[src/rtl/nv_nvdla_cvif_pkg.sv]
// Shared CVIF constants: thread ids, CQ entry layout, AXI response codes.
package nv_nvdla_cvif_pkg;

   localparam int unsigned NUM_THREADS  = 5;
   localparam int unsigned B_FIFO_DEPTH = 2;
   localparam int unsigned ID_W         = 8;
   localparam int unsigned RESP_W       = 2;
   localparam int unsigned TID_W        = 3;

   localparam int unsigned BDMA = 0;
   localparam int unsigned SDP  = 1;
   localparam int unsigned PDP  = 2;
   localparam int unsigned CDP  = 3;
   localparam int unsigned RBK  = 4;

   // CQ entry: {axi_len[1:0], require_ack}
   localparam int unsigned CQ_ENTRY_W = 3;
   localparam int unsigned CQ_ACK_BIT = 0;
   localparam int unsigned CQ_LEN_LSB = 1;
   localparam int unsigned CQ_LEN_W   = 2;

   localparam logic [RESP_W-1:0] AXI_RESP_OKAY = 2'b00;

endpackage

[src/rtl/nv_nvdla_cvif_write_eg_bfifo.sv]
// Register FIFO with a registered not-full flag, used as the B-response skid buffer.
module nv_nvdla_cvif_write_eg_bfifo #(
   parameter int unsigned WIDTH = 10,
   parameter int unsigned DEPTH = 2
) (
   input  logic             clk,
   input  logic             rst,
   input  logic             push,
   input  logic [WIDTH-1:0] wr_data,
   input  logic             pop,
   output logic             head_vld_c,
   output logic [WIDTH-1:0] head_data_c,
   output logic             not_full
);

   localparam int unsigned PTR_W = (DEPTH > 1) ? $clog2(DEPTH) : 1;
   localparam int unsigned CNT_W = $clog2(DEPTH + 1);

   logic [WIDTH-1:0] mem [DEPTH];
   logic [PTR_W-1:0] wr_ptr;
   logic [PTR_W-1:0] rd_ptr;
   logic [CNT_W-1:0] count;
   logic [CNT_W-1:0] count_nxt;
   logic             push_ok;
   logic             pop_ok;

   function automatic logic [PTR_W-1:0] ptr_inc(input logic [PTR_W-1:0] p);
      return (p == PTR_W'(DEPTH - 1)) ? '0 : p + PTR_W'(1);
   endfunction

   assign head_vld_c  = (count != '0);
   assign head_data_c = mem[rd_ptr];
   assign push_ok     = push & not_full;
   assign pop_ok      = pop & head_vld_c;

   always_comb begin
      count_nxt = count;
      case ({push_ok, pop_ok})
         2'b10:   count_nxt = count + CNT_W'(1);
         2'b01:   count_nxt = count - CNT_W'(1);
         default: count_nxt = count;
      endcase
   end

   // not_full is looked ahead from count_nxt so it is a clean flop output
   always_ff @(posedge clk or posedge rst) begin
      if (rst) begin
         count    <= '0;
         wr_ptr   <= '0;
         rd_ptr   <= '0;
         not_full <= 1'b0;
      end else begin
         count    <= count_nxt;
         not_full <= (count_nxt != CNT_W'(DEPTH));
         if (push_ok) wr_ptr <= ptr_inc(wr_ptr);
         if (pop_ok)  rd_ptr <= ptr_inc(rd_ptr);
      end
   end

   always_ff @(posedge clk) begin
      if (push_ok) mem[wr_ptr] <= wr_data;
   end

endmodule

[src/rtl/nv_nvdla_cvif_write_eg.sv]
// CVIF write egress: matches NOC B responses to CQ heads, issues completions and length credits.
module nv_nvdla_cvif_write_eg #(
   parameter int unsigned NUM_THREADS  = nv_nvdla_cvif_pkg::NUM_THREADS,
   parameter int unsigned B_FIFO_DEPTH = nv_nvdla_cvif_pkg::B_FIFO_DEPTH,
   parameter int unsigned ID_W         = nv_nvdla_cvif_pkg::ID_W
) (
   input  logic                                                nvdla_core_clk,
   input  logic                                                nvdla_core_rst,
   input  logic                                                noc2cvif_axi_b_bvalid,
   output logic                                                noc2cvif_axi_b_bready,
   input  logic [ID_W-1:0]                                     noc2cvif_axi_b_bid,
   input  logic [nv_nvdla_cvif_pkg::RESP_W-1:0]                noc2cvif_axi_b_bresp,
   input  logic [NUM_THREADS-1:0]                              cq_rd_pvld,
   output logic [NUM_THREADS-1:0]                              cq_rd_prdy,
   input  logic [NUM_THREADS*nv_nvdla_cvif_pkg::CQ_ENTRY_W-1:0] cq_rd_pd,
   output logic                                                cvif2bdma_wr_rsp_complete,
   output logic                                                cvif2sdp_wr_rsp_complete,
   output logic                                                cvif2pdp_wr_rsp_complete,
   output logic                                                cvif2cdp_wr_rsp_complete,
   output logic                                                cvif2rbk_wr_rsp_complete,
   output logic                                                eg2ig_axi_vld,
   output logic [nv_nvdla_cvif_pkg::CQ_LEN_W-1:0]              eg2ig_axi_len,
   output logic                                                eg_err_bid,
   output logic                                                eg_err_bresp
);

   import nv_nvdla_cvif_pkg::*;

   localparam int unsigned ENT_W = ID_W + RESP_W;

   logic                   fifo_not_full;
   logic                   b_push;
   logic                   head_vld;
   logic [ENT_W-1:0]       head_data;
   logic [ID_W-1:0]        head_bid;
   logic [RESP_W-1:0]      head_bresp;
   logic [TID_W-1:0]       head_tid;
   logic                   head_legal;
   logic [NUM_THREADS-1:0] tid_onehot;
   logic [CQ_ENTRY_W-1:0]  cur_entry;
   logic                   cur_pvld;
   logic                   retire;
   logic                   drop;
   logic                   fifo_pop;
   logic [NUM_THREADS-1:0] complete;

   assign noc2cvif_axi_b_bready = fifo_not_full;
   assign b_push                = noc2cvif_axi_b_bvalid & fifo_not_full;

   nv_nvdla_cvif_write_eg_bfifo #(
      .WIDTH (ENT_W),
      .DEPTH (B_FIFO_DEPTH)
   ) u_bfifo (
      .clk         (nvdla_core_clk),
      .rst         (nvdla_core_rst),
      .push        (b_push),
      .wr_data     ({noc2cvif_axi_b_bid, noc2cvif_axi_b_bresp}),
      .pop         (fifo_pop),
      .head_vld_c  (head_vld),
      .head_data_c (head_data),
      .not_full    (fifo_not_full)
   );

   assign head_bid   = head_data[ENT_W-1:RESP_W];
   assign head_bresp = head_data[RESP_W-1:0];
   assign head_tid   = head_bid[TID_W-1:0];
   assign head_legal = (head_bid[ID_W-1:TID_W] == '0) && (32'(head_tid) < NUM_THREADS);

   // Select the CQ head of the thread named by the B head
   always_comb begin
      tid_onehot = '0;
      cur_entry  = '0;
      cur_pvld   = 1'b0;
      for (int unsigned t = 0; t < NUM_THREADS; t++) begin
         if (32'(head_tid) == t) begin
            tid_onehot[t] = 1'b1;
            cur_entry     = cq_rd_pd[t*CQ_ENTRY_W +: CQ_ENTRY_W];
            cur_pvld      = cq_rd_pvld[t];
         end
      end
   end

   assign cq_rd_prdy = (head_vld && head_legal) ? tid_onehot : '0;
   assign retire     = head_vld & head_legal & cur_pvld;
   assign drop       = head_vld & ~head_legal;
   assign fifo_pop   = retire | drop;

   // Retire results appear one cycle later as single-cycle pulses
   always_ff @(posedge nvdla_core_clk or posedge nvdla_core_rst) begin
      if (nvdla_core_rst) begin
         eg2ig_axi_vld <= 1'b0;
         eg2ig_axi_len <= '0;
         complete      <= '0;
         eg_err_bid    <= 1'b0;
         eg_err_bresp  <= 1'b0;
      end else begin
         eg2ig_axi_vld <= retire;
         eg2ig_axi_len <= retire ? cur_entry[CQ_LEN_LSB +: CQ_LEN_W] : '0;
         complete      <= (retire && cur_entry[CQ_ACK_BIT]) ? tid_onehot : '0;
         if (drop) eg_err_bid <= 1'b1;
         if (retire && (head_bresp != AXI_RESP_OKAY)) eg_err_bresp <= 1'b1;
      end
   end

   assign cvif2bdma_wr_rsp_complete = complete[BDMA];
   assign cvif2sdp_wr_rsp_complete  = complete[SDP];
   assign cvif2pdp_wr_rsp_complete  = complete[PDP];
   assign cvif2cdp_wr_rsp_complete  = complete[CDP];
   assign cvif2rbk_wr_rsp_complete  = complete[RBK];

endmodule
[config.mk]
export PLATFORM = sky130hd
export DESIGN_NAME = nv_nvdla_cvif_write_eg
export DESIGN_NICKNAME = d
export VERILOG_FILES = /design/src/rtl/nv_nvdla_cvif_pkg.sv /design/src/rtl/nv_nvdla_cvif_write_eg_bfifo.sv /design/src/rtl/nv_nvdla_cvif_write_eg.sv
export SDC_FILE = /design/constraint.sdc
export NUM_CORES = 1
export LEC_CHECK = 0
export BUFFER_PORTS_ARGS = -buffer_cell sky130_fd_sc_hd__buf_4
export CAP_MARGIN = 20
export CORE_MARGIN = 8
export CORE_UTILIZATION = 45
export CTS_CLUSTER_DIAMETER = 100
export DETAILED_ROUTE_END_ITERATION = 10
export PLACE_DENSITY = 0.74
export SLEW_MARGIN = 25
export SYNTH_ARGS = -nofsm -noshare
export SYNTH_HDL_FRONTEND = slang
export SYNTH_SLANG_ARGS = --single-unit
export TNS_END_PERCENT = 50
[constraint.sdc]
create_clock -name nvdla_core_clk -period 2.4 [get_ports nvdla_core_clk]
set_input_delay 0.12 -clock nvdla_core_clk [delete_from_list [all_inputs] [get_ports nvdla_core_clk]]
set_output_delay 0.12 -clock nvdla_core_clk [all_outputs]
set_load 0.1 [all_outputs]
* Word level (Yosys, flattened, before mapping)
Memories as Yosys holds them, arrays and structs flattened.
Cells that the tools add are included.
** Operators by class
- Add/sub/neg operators :: 4
- Order comparisons :: 1
- Equal/unequal tests :: 7
- Muxes and demuxes :: 23
- Bitwise operators :: 8
- Reduce and logical (&&, ||, !) cells :: 8
** Operators by type and width (number)
- $mux 3 :: 5
- $mux 1 :: 14
- $mux 5 :: 2
- $and 1x1->1 :: 6
- $eq 3x2->1 const B :: 2
- $logic_not 5->1 :: 1
- $logic_and 1x1->1 :: 4
- $pmux 2 s2 :: 1
- $reduce_bool 2->1 :: 2
- $eq 3x1->1 const B :: 1
- $eq 3x3->1 const B :: 1
- $logic_not 3->1 :: 1
- $lt 3x3->1 const B :: 1
- $add 1x1->1 const B :: 2
- $add 2x1->2 const B :: 1
- $eq 2x1->1 const B :: 1
- $eq 2x2->1 const B :: 1
- $mux 2 :: 1
- $ne 2x2->1 const B :: 1
- $sub 2x1->2 const B :: 1
- $not 1->1 :: 1
- $or 1x1->1 :: 1
** Word-level totals
- Register bits :: 15
- RAM bits :: 20
- Input port bits :: 33
- Output and inout bits :: 16
- Logic and storage cells :: 61
- Memories :: 1
** Memories
- u_bfifo.mem :: words 2, width 10, rd ports 1, clocked after memory_dff 0, wr ports 1, line nv_nvdla_cvif_write_eg_bfifo.sv:19 : logic [WIDTH-1:0] mem [DEPTH];

* Longest topological paths before layout
An unclocked memory read counts as a cell.
- Word-level depth :: 13
- Mapped depth :: 10
- Depth with buffers taken out :: 9

* Modules after synthesis
Synthesis repeated with hierarchy kept, for this count alone.
** Second synthesis, totals
- Cell total of the unflattened synthesis :: 112
- Area, all modules :: 1582.8 µm²
** By module, submodules not included
- nv_nvdla_cvif_write_eg_bfifo :: times used 1, cells each 54, area an instance 967.2 µm², seq. area each 725.7 µm²
- nv_nvdla_cvif_write_eg :: times used 1, cells each 58, area an instance 615.6 µm², seq. area each 250.2 µm²

* Least setup slack after synthesis
Ideal clock, no wire load.
- Path kind :: register to register
- Start point :: register u_bfifo.rd_ptr
- End point :: register complete[0]
- Library setup time :: 0.074 ns
- Data arrival time :: 2.953 ns
- Data required time :: 2.326 ns
- Path slack :: -0.627 ns
- Cell stages (with the launch flop) :: 8
- Path buffers :: 2
- Clock period less this slack :: 3.027 ns
- Path through :: dfrtp_1 -> buf_6 -> nor4_2 -> a22oi_1 -> or3_1 -> buf_6 -> nor3_2 -> and4b_1
** Between the ends
- Cells in the longest elaborated chain, start to end :: 10
- Elaborated cells between the ends (all ways) :: 24
- Classes of those cells :: order compare (1); eq/ne (4); mux (12); bitwise (2); reduce/logical (4); memory (1)
** Ends and longest elaborated chain
- from (decl) :: line nv_nvdla_cvif_write_eg_bfifo.sv:21 : logic [PTR_W-1:0] rd_ptr;
- from (signal assigned) :: line nv_nvdla_cvif_write_eg_bfifo.sv:56 : if (pop_ok) rd_ptr <= ptr_inc(rd_ptr);
- $mem_v2 2x10 (*)
- $logic_not 3->1 :: line nv_nvdla_cvif_write_eg.sv:75 : if (32'(head_tid) == t) begin
- $mux 1 (5 in series) :: line nv_nvdla_cvif_write_eg.sv:75
- $and 1x1->1 :: line nv_nvdla_cvif_write_eg.sv:84 : assign retire = head_vld & head_legal & cur_pvld;
- $logic_and 1x1->1 :: line nv_nvdla_cvif_write_eg.sv:99 : complete <= (retire && cur_entry[CQ_ACK_BIT]) ? tid_onehot : '0;
- $mux 5 (*) :: line nv_nvdla_cvif_write_eg.sv:99
- to (signal assigned) :: line nv_nvdla_cvif_write_eg.sv:99
- to (decl) :: line nv_nvdla_cvif_write_eg.sv:45 : logic [NUM_THREADS-1:0] complete;
Every way passes the cells marked *; elsewhere a longest branch is shown, timed or not.
A chain may end at the register's enable or synchronous reset.

* Worst setup path in the final report
- Start point :: register u_bfifo.rd_ptr
- End point :: output cq_rd_prdy[1]
** Between the ends
- Cells in the longest elaborated chain, start to end :: 5
- Elaborated cells between the ends (all ways) :: 8
- Classes of those cells :: order compare (1); eq/ne (1); mux (2); reduce/logical (3); memory (1)
** Ends and longest elaborated chain
- $mem_v2 2x10 (*)
- $lt 3x3->1 or $logic_not 5->1 (tied branches) :: line nv_nvdla_cvif_write_eg.sv:67 : assign head_legal = (head_bid[ID_W-1:TID_W] == '0) && (32'(head_tid) < NUM_THREADS);
- $logic_and 1x1->1 :: line nv_nvdla_cvif_write_eg.sv:67
- $logic_and 1x1->1 :: line nv_nvdla_cvif_write_eg.sv:83 : assign cq_rd_prdy = (head_vld && head_legal) ? tid_onehot : '0;
- $mux 5 (*) :: line nv_nvdla_cvif_write_eg.sv:83
- to (decl) :: line nv_nvdla_cvif_write_eg.sv:14 : output logic [NUM_THREADS-1:0] cq_rd_prdy,
Marked as above.

==> metrics.txt <==
switch share=36.8%; routed length per instance=15.2 µm; Initial DRC Count=50; Mean Syn Cell Area=13.6 µm²; share of the synthesized area in the top cell type=a little under two fifths; clock sink count=35; Net Switching=slightly above 0.0008 W; RSZ-0062 raised after global routing=yes; count leader, synth=edfxtp_1; num ports=49; WP data arrival=about 2.2 ns; CTS root buf=clkbuf_4; CTS Buffer Depth=2; number of global-route vias before repair=1234; Yosys top cell by area=edfxtp_1; gp weighted congestion=0.779; first-pass GRT wire length=roughly 5600 µm; Startpoint Class=register; Slew Limit Fails=0; H-tree level count=2; Setup CP Type=reg -> out; actual slew at the worst max-slew pin=0.770 ns; leakage power=1.00 nW; Tot GR Track Use=13.5%; Routed WL=roughly 3600 µm; Worst Path Required=2.28 ns; Clk network pwr share=15.8%; critical path fanouts, max=6; drc violations=0; post-detail-place hpwl=2720 µm; share of cells above drive strength 1=between 40% and 50%; Distinct cells, synth=35; cell count after synthesis=116; Top FF cell, synth=edfxtp_1; Reg clk slew, reported paths=roughly 0.10 ns; synthesized area=1580 µm²; core area=3360 µm²; synth top area cells=edfxtp_1, dfrtp_1, mux2i_1, nor2_1, nor4b_4; Hold Worst Slack=between 0.08 and 0.09 ns; Clock Latency Late Sink=about 0.32 ns; CP bufs+invs=2; multi-input logic area=647 µm²; die outline area=5650 µm²; Sequential Area=977 µm²; fill count=239; Final min period=2.33 ns; Max-slew headroom=48.1%; DIE WIDTH=around 75 µm; flops & latches, synth=35; Async SR Flop Fraction=42.9%; FF-to-FF setup slack=0.10 ns; Final setup viols=0; Post-synth EDFFs=20; Starting Density=46.9%; cell row count=21; Setup Skew=~0.0045 ns; placed insts=215; Congestion Overflow GR=0; YS warnings=0; synthesis-to-finish area growth=48.3%; Die Span Y=roughly 75 µm; Pre-Repair DR Iteration Count=6; Cell Chain, Critical Path=buf_6 > nor4b_4 > a22oi_2 > or3_4 > nor4b_4 > buf_6; final hold violation count=0; Synth top cells by count=edfxtp_1, dfrtp_1, nor2_1; largest net degree at the start of global routing=16; Nets=227; Critical Path Max Stage Delay=0.45 ns; IO Port Bufs=48; f_max=429 MHz; status=complete, no violations; Max VDD drop=approximately 500 µV; Sequential Power Share=about 40%; Max Cap Viol=0; Via density=5.00; CTS buffer count=5; via count=1199; final std cells w/o fill=between 200 and 250; CTS tree=done; worst min-delay path class=in -> reg; syn_nets=150; CP endpoint kind=primary output; pwr/cell area=939 nW/µm²; initial antenna violation count=0; logic gate share of total power=44.6%; slowest CP cell=dfrtp_2; post-route ant nets=0; Int Power=0.00139 W; CP delay by family, top=simple AND/OR/NAND/NOR gates; Final period util=a little over nine tenths; sequential area share after synthesis=roughly three fifths; Antenna Cells=0
## final timing paths
path	startpoint	to	cells past startpoint
max reg2reg	u_bfifo.rd_ptr	u_bfifo.not_full	10
max	u_bfifo.rd_ptr	cq_rd_prdy[1]	6
max in group asynchronous	nvdla_core_rst	u_bfifo.rd_ptr	3
min in group asynchronous	nvdla_core_rst	complete[0]	3
min reg2reg	eg_err_bid	eg_err_bid	1
min	cq_rd_pd[13]	eg2ig_axi_len[0]	3
## cell usage in the layout, fill, tap and decap left out, drive strengths merged, types with 3 or more instances in the layout
cell type,instances
a21oi,4
buf,60
clkbuf,9
dfrtp,15
dlygate4sd3,11
edfxtp,20
inv,3
mux2i,9
nand2,6
nand2b,4
nor2,15
nor3,5
or3,4
xor2,3
## what timing repair did
item / 4_1_cts / 5_1_grt
hold buffers: 11 / 0
setup endpoints to repair: 6 / 7
endpoints found under the hold margin: 35 / 0
setup buffers: 1 / 5
pin swaps: 0 / 5
resized for setup: 3 / 12
## worst reg2reg max path: cells and delay by family (launching register included)
kind                     cells  cell delay, ns
multiplexers                 2            0.59
flip-flops                   1            0.45
buffers and inverters        1            0.15
AND/OR/NAND/NOR              2            0.17
AO/OA/AOI/OAI                2            0.35
XOR/XNOR                     2            0.31
adder cells (fa/ha/maj)      1            0.18
## metal layers
layer	routed length, µm	track usage, %
met4	22	5.12
met5	0	0
met2	1890	24.1
met3	346	5.73
met1	1380	13.6
## state kept, by name (all words and copies together) (netlist names)
signal and cells:
u_bfifo.wr_ptr 1, eg2ig_axi_len 2, eg_err_bid 1, complete 5, u_bfifo.count 2, eg_err_bresp 1
u_bfifo.not_full 1, u_bfifo.rd_ptr 1, u_bfifo.mem 20, eg2ig_axi_vld 1
## cells by family after synthesis
kind of cell	after synthesis	share of synthesized area (%)
mux	10	7.22
simple gates	43	16.9
fa+ha+maj	1	0.794
buf+inv	5	2.14
flops	35	61.9
xor+xnor	5	2.78
compound gates	17	8.25
## power by group through the flow
stage,logic [W],clock network (W),registers (W)
floorplan,0.000517,0,0.000944
global placement,0.000793,0,0.000877
detailed placement,0.000816,0,0.000882
CTS,0.000844,0.000361,0.000865
global route,0.00106,0.000387,0.000881
finish,0.000980,0.000347,0.000870
## metrics by stage
step | utilization [%] | worst slack, ns | setup TNS (ns) | power, W | area [µm²]
floorplan | - | -0.296 | -0.489 | 0.00146 | 1600
global placement | 60.8 | 0.0709 | 0 | 0.00167 | 2040
detailed placement | 60.8 | -0.0155 | -0.0155 | 0.00170 | 2040
CTS | 66.6 | 0.00674 | 0 | 0.00207 | 2240
global route | 69.5 | -0.0387 | -0.0387 | 0.00233 | 2340
finish | 69.5 | 0.0680 | 0 | 0.00220 | 2340
## layout make-up
cell class / instances / share of cell area [%]
Sequential cell: 35 / 41.8
Inverter: 3 / 0.482
Clock buffer: 8 / 2.94
Timing Repair Buffer: 72 / 24.7
Multi-Input combinational cell: 76 / 27.7
Tap cell: 46 / 2.46
Power figures use the tool's default switching activity.
